--- config.mk ---
export PLATFORM = sky130hd
export DESIGN_NAME = vx_lsu_req_batcher
export DESIGN_NICKNAME = d
export VERILOG_FILES = /design/src/rtl/vx_lsu_req_batcher_pkg.sv /design/src/rtl/vx_lsu_req_batcher_batch_find.sv /design/src/rtl/vx_lsu_req_batcher.sv
export SDC_FILE = /design/constraint.sdc
export NUM_CORES = 1
export LEC_CHECK = 0
export ABC_AREA = 1
export BUFFER_PORTS_ARGS = -buffer_cell sky130_fd_sc_hd__buf_2
export CORE_AREA = 10 10 231 233
export CTS_CLUSTER_DIAMETER = 60
export DETAILED_ROUTE_END_ITERATION = 6
export DIE_AREA = 0 0 241 243
export PLACE_DENSITY_LB_ADDON = 0.2
export SETUP_SLACK_MARGIN = 0.02
export SYNTH_ARGS = -nofsm -noshare
export SYNTH_HDL_FRONTEND = slang
export SYNTH_SLANG_ARGS = --single-unit
--- constraint.sdc ---
create_clock -name clk -period 24.4 [get_ports clk]
set_input_delay 4.88 -clock clk [delete_from_list [all_inputs] [get_ports clk]]
set_output_delay 4.88 -clock clk [all_outputs]
set_load 0.05 [all_outputs]
--- src/rtl/vx_lsu_req_batcher_pkg.sv ---
// rtl/vx_lsu_req_batcher_pkg.sv - shared constants and sizing helpers for the LSU request batcher
package vx_lsu_req_batcher_pkg;

    // FSM state encoding
    typedef logic [0:0] lsu_state_t;

    localparam lsu_state_t ST_IDLE = 1'b0;
    localparam lsu_state_t ST_SEND = 1'b1;

    // Number of lane-sized batches a request is split into
    function automatic int calc_num_batches(input int num_threads, input int num_lanes);
        return num_threads / num_lanes;
    endfunction

    // Batch index width; a single batch still needs a one-bit index port
    function automatic int calc_batch_w(input int num_batches);
        return (num_batches > 1) ? $clog2(num_batches) : 1;
    endfunction

endpackage

--- src/rtl/vx_lsu_req_batcher_batch_find.sv ---
// rtl/vx_lsu_req_batcher_batch_find.sv - priority encoder picking the next non-empty batch
module vx_lsu_req_batcher_batch_find
    import vx_lsu_req_batcher_pkg::*;
#(
    parameter int NUM_BATCHES = 2,
    parameter int NUM_LANES   = 2,
    parameter int BATCH_W     = 1
) (
    input  logic [NUM_BATCHES*NUM_LANES-1:0] pmask,
    output logic                             has_any,
    output logic [BATCH_W-1:0]               idx,
    output logic                             last
);

    logic [NUM_BATCHES-1:0] nz;

    // One bit per batch: does this batch still hold any pending thread
    always_comb begin
        nz = '0;
        for (int b = 0; b < NUM_BATCHES; b++) begin
            nz[b] = |pmask[b*NUM_LANES +: NUM_LANES];
        end
    end

    // Lowest non-empty batch wins; it is the last one if nothing above it is pending
    always_comb begin
        logic found;
        found   = 1'b0;
        has_any = |nz;
        idx     = '0;
        last    = 1'b1;
        for (int b = 0; b < NUM_BATCHES; b++) begin
            if (nz[b]) begin
                if (!found) begin
                    found = 1'b1;
                    idx   = BATCH_W'(b);
                end else begin
                    last = 1'b0;
                end
            end
        end
    end

endmodule

--- src/rtl/vx_lsu_req_batcher.sv ---
// rtl/vx_lsu_req_batcher.sv - splits a multi-thread LSU request into lane-sized batches
module vx_lsu_req_batcher
    import vx_lsu_req_batcher_pkg::*;
#(
    parameter int NUM_THREADS  = 4,
    parameter int NUM_LANES    = 2,
    parameter int XLEN         = 32,
    parameter int UUID_W       = 44,
    parameter int NW_W         = 2,
    parameter int OP_W         = 4,
    parameter int NR_W         = 6,
    localparam int NUM_BATCHES = calc_num_batches(NUM_THREADS, NUM_LANES),
    localparam int BATCH_W     = calc_batch_w(NUM_BATCHES)
) (
    input  logic                                clk,
    input  logic                                reset,

    input  logic                                in_valid,
    output logic                                in_ready,
    input  logic [UUID_W-1:0]                   in_uuid,
    input  logic [NW_W-1:0]                     in_wid,
    input  logic [XLEN-1:0]                     in_PC,
    input  logic [OP_W-1:0]                     in_op_type,
    input  logic [NR_W-1:0]                     in_rd,
    input  logic                                in_wb,
    input  logic [NUM_THREADS-1:0]              in_tmask,
    input  logic [NUM_THREADS-1:0][XLEN-1:0]    in_store_data,
    input  logic [NUM_THREADS-1:0][XLEN-1:0]    in_base_addr,
    input  logic [XLEN-1:0]                     in_offset,

    output logic                                out_valid,
    input  logic                                out_ready,
    output logic [UUID_W-1:0]                   out_uuid,
    output logic [NW_W-1:0]                     out_wid,
    output logic [XLEN-1:0]                     out_PC,
    output logic [OP_W-1:0]                     out_op_type,
    output logic [NR_W-1:0]                     out_rd,
    output logic                                out_wb,
    output logic [NUM_LANES-1:0]                out_tmask,
    output logic [NUM_LANES-1:0][XLEN-1:0]      out_addr,
    output logic [NUM_LANES-1:0][XLEN-1:0]      out_store_data,
    output logic [BATCH_W-1:0]                  out_batch_idx,
    output logic                                out_sop,
    output logic                                out_eop
);

    if ((NUM_THREADS % NUM_LANES) != 0) begin : g_bad_lanes
        $error("NUM_LANES must divide NUM_THREADS");
    end

    // Control state
    lsu_state_t                          state_q, state_d;
    logic [NUM_THREADS-1:0]              pmask_q, pmask_d;
    logic                                sop_q, sop_d;

    // Registered request (no reset needed)
    logic [UUID_W-1:0]                   uuid_q, uuid_d;
    logic [NW_W-1:0]                     wid_q, wid_d;
    logic [XLEN-1:0]                     pc_q, pc_d;
    logic [OP_W-1:0]                     op_type_q, op_type_d;
    logic [NR_W-1:0]                     rd_q, rd_d;
    logic                                wb_q, wb_d;
    logic [NUM_THREADS-1:0][XLEN-1:0]    data_q, data_d;
    logic [NUM_THREADS-1:0][XLEN-1:0]    base_q, base_d;
    logic [XLEN-1:0]                     offset_q, offset_d;

    logic                                fnd_any;
    logic [BATCH_W-1:0]                  fnd_idx;
    logic                                fnd_last;
    logic                                out_fire;
    logic                                in_fire;
    logic                                capture;

    vx_lsu_req_batcher_batch_find #(
        .NUM_BATCHES (NUM_BATCHES),
        .NUM_LANES   (NUM_LANES),
        .BATCH_W     (BATCH_W)
    ) u_batch_find (
        .pmask   (pmask_q),
        .has_any (fnd_any),
        .idx     (fnd_idx),
        .last    (fnd_last)
    );

    // Handshakes; the eop handshake doubles as an acceptance slot for the next request
    always_comb begin
        out_valid = (state_q == ST_SEND) && fnd_any && !reset;
        out_fire  = out_valid && out_ready;
        in_ready  = !reset && ((state_q == ST_IDLE) || (out_fire && fnd_last));
        in_fire   = in_valid && in_ready;
        capture   = in_fire && (|in_tmask);
    end

    // Next-state: retire the emitted batch, then let a newly accepted request override
    always_comb begin
        state_d = state_q;
        pmask_d = pmask_q;
        sop_d   = sop_q;
        if (out_fire) begin
            sop_d = 1'b0;
            for (int b = 0; b < NUM_BATCHES; b++) begin
                if (fnd_idx == BATCH_W'(b)) begin
                    for (int i = 0; i < NUM_LANES; i++) begin
                        pmask_d[b*NUM_LANES + i] = 1'b0;
                    end
                end
            end
            if (fnd_last) begin
                state_d = ST_IDLE;
            end
        end
        if (in_fire) begin
            pmask_d = in_tmask;
            sop_d   = 1'b1;
            state_d = (|in_tmask) ? ST_SEND : ST_IDLE;
        end
    end

    // Control registers
    always_ff @(posedge clk) begin
        if (reset) begin
            state_q <= ST_IDLE;
            pmask_q <= '0;
            sop_q   <= 1'b0;
        end else begin
            state_q <= state_d;
            pmask_q <= pmask_d;
            sop_q   <= sop_d;
        end
    end

    // Request capture mux; an all-empty request is dropped and leaves the registers alone
    always_comb begin
        uuid_d    = capture ? in_uuid       : uuid_q;
        wid_d     = capture ? in_wid        : wid_q;
        pc_d      = capture ? in_PC         : pc_q;
        op_type_d = capture ? in_op_type    : op_type_q;
        rd_d      = capture ? in_rd         : rd_q;
        wb_d      = capture ? in_wb         : wb_q;
        data_d    = capture ? in_store_data : data_q;
        base_d    = capture ? in_base_addr  : base_q;
        offset_d  = capture ? in_offset     : offset_q;
    end

    // Datapath registers
    always_ff @(posedge clk) begin
        uuid_q    <= uuid_d;
        wid_q     <= wid_d;
        pc_q      <= pc_d;
        op_type_q <= op_type_d;
        rd_q      <= rd_d;
        wb_q      <= wb_d;
        data_q    <= data_d;
        base_q    <= base_d;
        offset_q  <= offset_d;
    end

    // Lane select for the current batch; address add wraps at XLEN
    always_comb begin
        out_tmask      = '0;
        out_addr       = '0;
        out_store_data = '0;
        for (int b = 0; b < NUM_BATCHES; b++) begin
            if (fnd_idx == BATCH_W'(b)) begin
                for (int i = 0; i < NUM_LANES; i++) begin
                    out_tmask[i]      = pmask_q[b*NUM_LANES + i];
                    out_addr[i]       = base_q[b*NUM_LANES + i] + offset_q;
                    out_store_data[i] = data_q[b*NUM_LANES + i];
                end
            end
        end
    end

    assign out_uuid      = uuid_q;
    assign out_wid       = wid_q;
    assign out_PC        = pc_q;
    assign out_op_type   = op_type_q;
    assign out_rd        = rd_q;
    assign out_wb        = wb_q;
    assign out_batch_idx = fnd_idx;
    assign out_sop       = sop_q;
    assign out_eop       = fnd_last;

endmodule

# [After elaboration in Yosys (flattened, before gate mapping)]
# Index checks and enable logic that the tools add are counted.
[totals] reg_bits=383 input_bits=385 out_inout_bits=224 word_cells=61
[classes] add_sub_neg=4 eq_ne=1 n_mux=17 n_bitwise=1 reduce_logical=19
[op_table] cell="32-bit adder" n=4
[op_table] cell="64-bit 2-to-1 mux" n=2
[op_table] cell="1-bit 2-to-1 mux" n=10
[op_table] cell="4-bit 2-to-1 mux" n=2
[op_table] cell="4-bit OR reduction" n=2
[op_table] cell="1-bit logical AND" n=7
[op_table] cell="2-bit 2-to-1 mux" n=3
[op_table] cell="2-bit AND reduction" n=3
[op_table] cell="2-bit nonzero test" n=3
[op_table] cell="2-bit OR reduction" n=2
[op_table] cell="2-bit by 1-bit != test with 1-bit output, second input constant" n=1
[op_table] cell="1-bit zero test" n=1
[op_table] cell="1-bit logical OR" n=1
[op_table] cell="1-bit inverter" n=1

# [Logic depth before layout (Yosys ltp)]
[depth] word_depth=10 depth_mapped=22 depth_no_buf=20

# [By module]
# Synthesis repeated with hierarchy kept, for this count alone.
[unflattened] hier_cells=1848 area_unflattened_um2=17898.4
[modules_own_cells] mod="vx_lsu_req_batcher" n_inst=1 cells_each=1837 area_per_inst_um2=17854.6 seq_area_each_um2=11441.0
[modules_own_cells] mod="vx_lsu_req_batcher_batch_find" n_inst=1 cells_each=11 area_per_inst_um2=43.8 seq_area_each_um2=0.0

# [Worst setup path after synthesis]
# No wires, ideal clock.
[synth_path] kind="input port to flip-flop" start="input reset" end="register base_q[0] (netlist bit) (enable)" setup_ps=1124 arrival_ps=21122 required_ps=23276 path_slack_ps=2154 cell_stages=6 n_path_buf=1 cell_sequence="buf_6 nor2_1 nand4_1 nand2_2 nand3_4 nor2_1"
[synth_between] elab_chain_cells=8
[synth_lines] item="from (decl)" line="vx_lsu_req_batcher.sv:16" rtl="input logic reset,"
[synth_lines] item="1-bit zero test *" line="vx_lsu_req_batcher.sv:87, vx_lsu_req_batcher.sv:89"
[synth_lines] item="1-bit logical AND" line="vx_lsu_req_batcher.sv:87" rtl="out_valid = (state_q == ST_SEND) && fnd_any && !reset;"
[synth_lines] item="1-bit logical AND" line="vx_lsu_req_batcher.sv:88" rtl="out_fire = out_valid && out_ready;"
[synth_lines] item="1-bit logical AND" line="vx_lsu_req_batcher.sv:89" rtl="in_ready = !reset && ((state_q == ST_IDLE) || (out_fire && fnd_last));"
[synth_lines] item="1-bit logical OR" line="vx_lsu_req_batcher.sv:89"
[synth_lines] item="1-bit logical AND *" line="vx_lsu_req_batcher.sv:89"
[synth_lines] item="1-bit logical AND *" line="vx_lsu_req_batcher.sv:90" rtl="in_fire = in_valid && in_ready;"
[synth_lines] item="1-bit logical AND *" line="vx_lsu_req_batcher.sv:91" rtl="capture = in_fire && (|in_tmask);"
[synth_lines] item="named net capture" line="vx_lsu_req_batcher.sv:72" rtl="logic capture;"
[synth_lines] item="to (signal assigned)" line="vx_lsu_req_batcher.sv:154" rtl="base_q <= base_d;"
[synth_lines] item="to (decl)" line="vx_lsu_req_batcher.sv:64" rtl="logic [NUM_THREADS-1:0][XLEN-1:0] base_q, base_d;"
# The timed path passes the listed nets; every way through them passes the cells marked *.
# A chain may end at the register's enable or synchronous reset.

# [Worst setup path after layout]
[layout_path] start="input reset" end="output in_ready"
[layout_between] elab_chain_cells=6
[layout_lines] item="1-bit zero test *" line="vx_lsu_req_batcher.sv:87, vx_lsu_req_batcher.sv:89"
[layout_lines] item="1-bit logical AND" line="vx_lsu_req_batcher.sv:87"
[layout_lines] item="1-bit logical AND" line="vx_lsu_req_batcher.sv:88"
[layout_lines] item="1-bit logical AND" line="vx_lsu_req_batcher.sv:89"
[layout_lines] item="1-bit logical OR" line="vx_lsu_req_batcher.sv:89"
[layout_lines] item="1-bit logical AND *" line="vx_lsu_req_batcher.sv:89"
[layout_lines] item="to (decl)" line="vx_lsu_req_batcher.sv:19" rtl="output logic in_ready,"
# Mark *: on every way between the ends. The rest lies on a longest branch, timed or not.

==> results.cfg <==
[status]
outcome = finished clean

[yosys]
synth_edf_count = 377
synth_async_sr_flop_share_pct = 0
synth_most_common_cell = nand2_1
yosys.cell_types.count = 38
seq_area_frac_synth_pct = 63.6
synth_area_sq_um = 18000
synthCells = 1755
synth_top_area_share_pct = 62.9
synth.avg_cell_area_sq_um = 10.3
synth_fp_nets = 2210
synthTopCellsByCount = nand2_1, edfxtp_1, inv_1, nor2_1, ha_1
yosys.area.top_type = edfxtp_1
ys_warn_count = 0
synth_ff_type = edfxtp_1
synth.ff_latch_count = 383
yosys-top-cells-area = edfxtp_1, nand2_1, ha_1

[timing]
timing.fmax_ghz = 0.0933
finClkSkew_ps = 22.9
min_period_ps = 10720
drv_slew = 0
final-setup-viol-count = 0
tightest_slew_ps = 1150
fin_setup_tns_ps = 0
finalHoldViolations = 0
finalCritPeriodShare_pct = 43.9
hold_ws_ps = 483
max_slew_margin_pct = 23.3
rsz0062_at_grt = no

[final_layout]
nets = 2846
final.fill_count = 4584
area_delta_synth_final_pct = 29.3
drive_gt1_share_pct = 30.8
final_area_sq_um = 23300

[grt]
globalRouteOverflowTotal = 0
grt_max_degree = 90
grt_pass1_vias = 14800
antenna_found_initial = 32
grt_pass1_wl_mm = 92.0
track_usage_pct = 21.1

[place]
placed_cell_area_sq_um = 21700
portBuffers = 608
gp_congestion = 0.937
place_hpwl_mm = 52.0

[detailed_routing]
routed_wl_mm = 63.7
wl_met2_mm = 32.7
antenna_left = 0
vias = 14400
wl_met3_mm = 5.37
wl_met1_mm = 24.1
routed.top_layer = met5
drt_iter0_drc = 916
drc = 0
wl_per_cell_um = 20.8
drt_first_pass_iters = 5
routed_via_density = 4.69

[worst_setup_path]
r2r_end = offset_q[0]
r2r_slack_ps = 20340
crit_fanout = 8
worstPathArrival_ps = 5840
critPathCapture = in_ready
rr_worst_depth = 9
critPathLaunch = reset
crit_type = input pin to output port
timing.rr.start = pmask_q[2]
startpoint_type = input pin
worstPathRequired_ps = 19520
crit_path_end_kind = output port

[clock_tree]
clock_sinks = 383
root_buffer = clkbuf_16
cts.repair.resized = 0
post_cts_buffers = 0
clkLatencyLatePin_ps = 570
cts_tree = done
cts_buffer_depth = 3
hold_buffers = 0
clk_pin_slew_ps = 60
h-tree-depth = 2
numCtsBuffers = 46

[pwr]
vdd_drop_max_mv = 0.0608
leakagePower_nw = 10.9
powerDensity_nw_per_um2 = 82.8

[floorplanning]
die_area_sq_um = 58600
dieHeight_um = 243
dieWidth_um = 241
fp-row-count = 81
core-area_sq_um = 48600
io_pins = 609
initial_utilization_pct = 37.0

[flow_run]
drv_cap = 0

[hold_path]
hp-class = flip-flop to flip-flop
==> logic make-up (layout without fill, tap and decap cells) <==
logic type / after synthesis / count (layout) / share of synthesized area (%)
buffers and inverters: 210 / 881 / 4.67
and+or+nand+nor: 965 / 965 / 22.2
AOI/OAI and AO/OA: 91 / 91 / 2.83
other: 0 / 14 / 0
adders and majority gates: 70 / 70 / 4.95
xor gates and xnor gates: 36 / 36 / 1.75
DFF: 383 / 383 / 63.6
==> critical path, stage by stage <==
cell and delay, ps:
buf_2 170, nor2_1 150, nand4_1 150, a21oi_1 190
buf_2 300
==> metrics by stage <==
step,instances,utilization (%),worst slack [ps],power [mW]
floorplan,1755,-,2150,1.13
global placement,2965,44.7,13630,1.27
detailed placement,2965,44.7,13690,1.27
CTS,3048,47.8,13680,1.95
global route,3051,47.8,13640,2.01
finish,3062,47.8,13680,1.93
==> cell usage in the layout (no fill, tap or decap), types with 3 or more instances in the layout <==
cell type,count
nand2_1,730
buf_2,608
edfxtp_1,377
inv_1,177
nor2_1,83
ha_1,68
nand3_1,57
a21oi_1,54
clkbuf_16,47
xor2_1,32
nand2_2,29
nand4_1,18
o21ai_0,16
diode_2,14
nor3_1,12
clkbuf_1,12
o21bai_1,11
nor2_2,11
buf_4,8
dfxtp_1,6
nor3_2,5
clkinv_1,5
o21ai_1,4
nand3_2,4
and2_1,4
xnor2_1,4
inv_2,4
clkinv_2,4
bufinv_16,3
inv_8,3
clkinvlp_4,3
==> power breakdown <==
part           internal, mW  total [mW]  leakage (nW)  switching (mW)
registers             0.760       0.770          3.56         0.00949
logic                 0.118       0.488          6.67           0.370
clock network         0.392       0.670         0.719           0.278
total                  1.27        1.93          10.9           0.657
==> registers in the layout (all words and copies together) (netlist names), 2 cells and up <==
name         count
base_q         128
out_uuid        44
out_rd           6
out_wid          2
data_q         128
out_op_type      4
offset_q        32
pmask_q          4
out_PC          32
==> cell type report <==
| class | count | area, sq um | share of cell area, % |
|---|---|---|---|
| Sequential cell | 383 | 11400 | 49.2 |
| Multi-Input combinational cell | 1162 | 5730 | 24.6 |
| Timing Repair Buffer | 616 | 3100 | 13.3 |
| Clock buffer | 59 | 1220 | 5.25 |
| Tap cell | 622 | 778 | 3.34 |
| Inverter | 182 | 686 | 2.95 |
| Clock inverter | 24 | 278 | 1.19 |
| Antenna cell | 14 | 35.0 | 0.151 |
==> per-layer routing <==
layer  global-route usage, %  up-vias
li1                        -     7080
met1                    23.7     6667
met2                    37.3      472
met3                    7.12      110
met4                    5.73       32
met5                       0        -
==> worst min-delay path by stage <==
stage / from / endpoint / slack (ps) / cells after the start
final: out_sop / out_sop / 480 / 2
after global routing: out_sop / out_sop / 510 / 2
after CTS: out_sop / out_sop / 480 / 2
after detailed placement: out_sop / out_sop / 460 / 2
after global placement: out_sop / out_sop / 470 / 2
after floorplan: pmask_q[2] / pmask_q[2] / 470 / 2
Note: power is estimated with default switching activity, not from simulation.
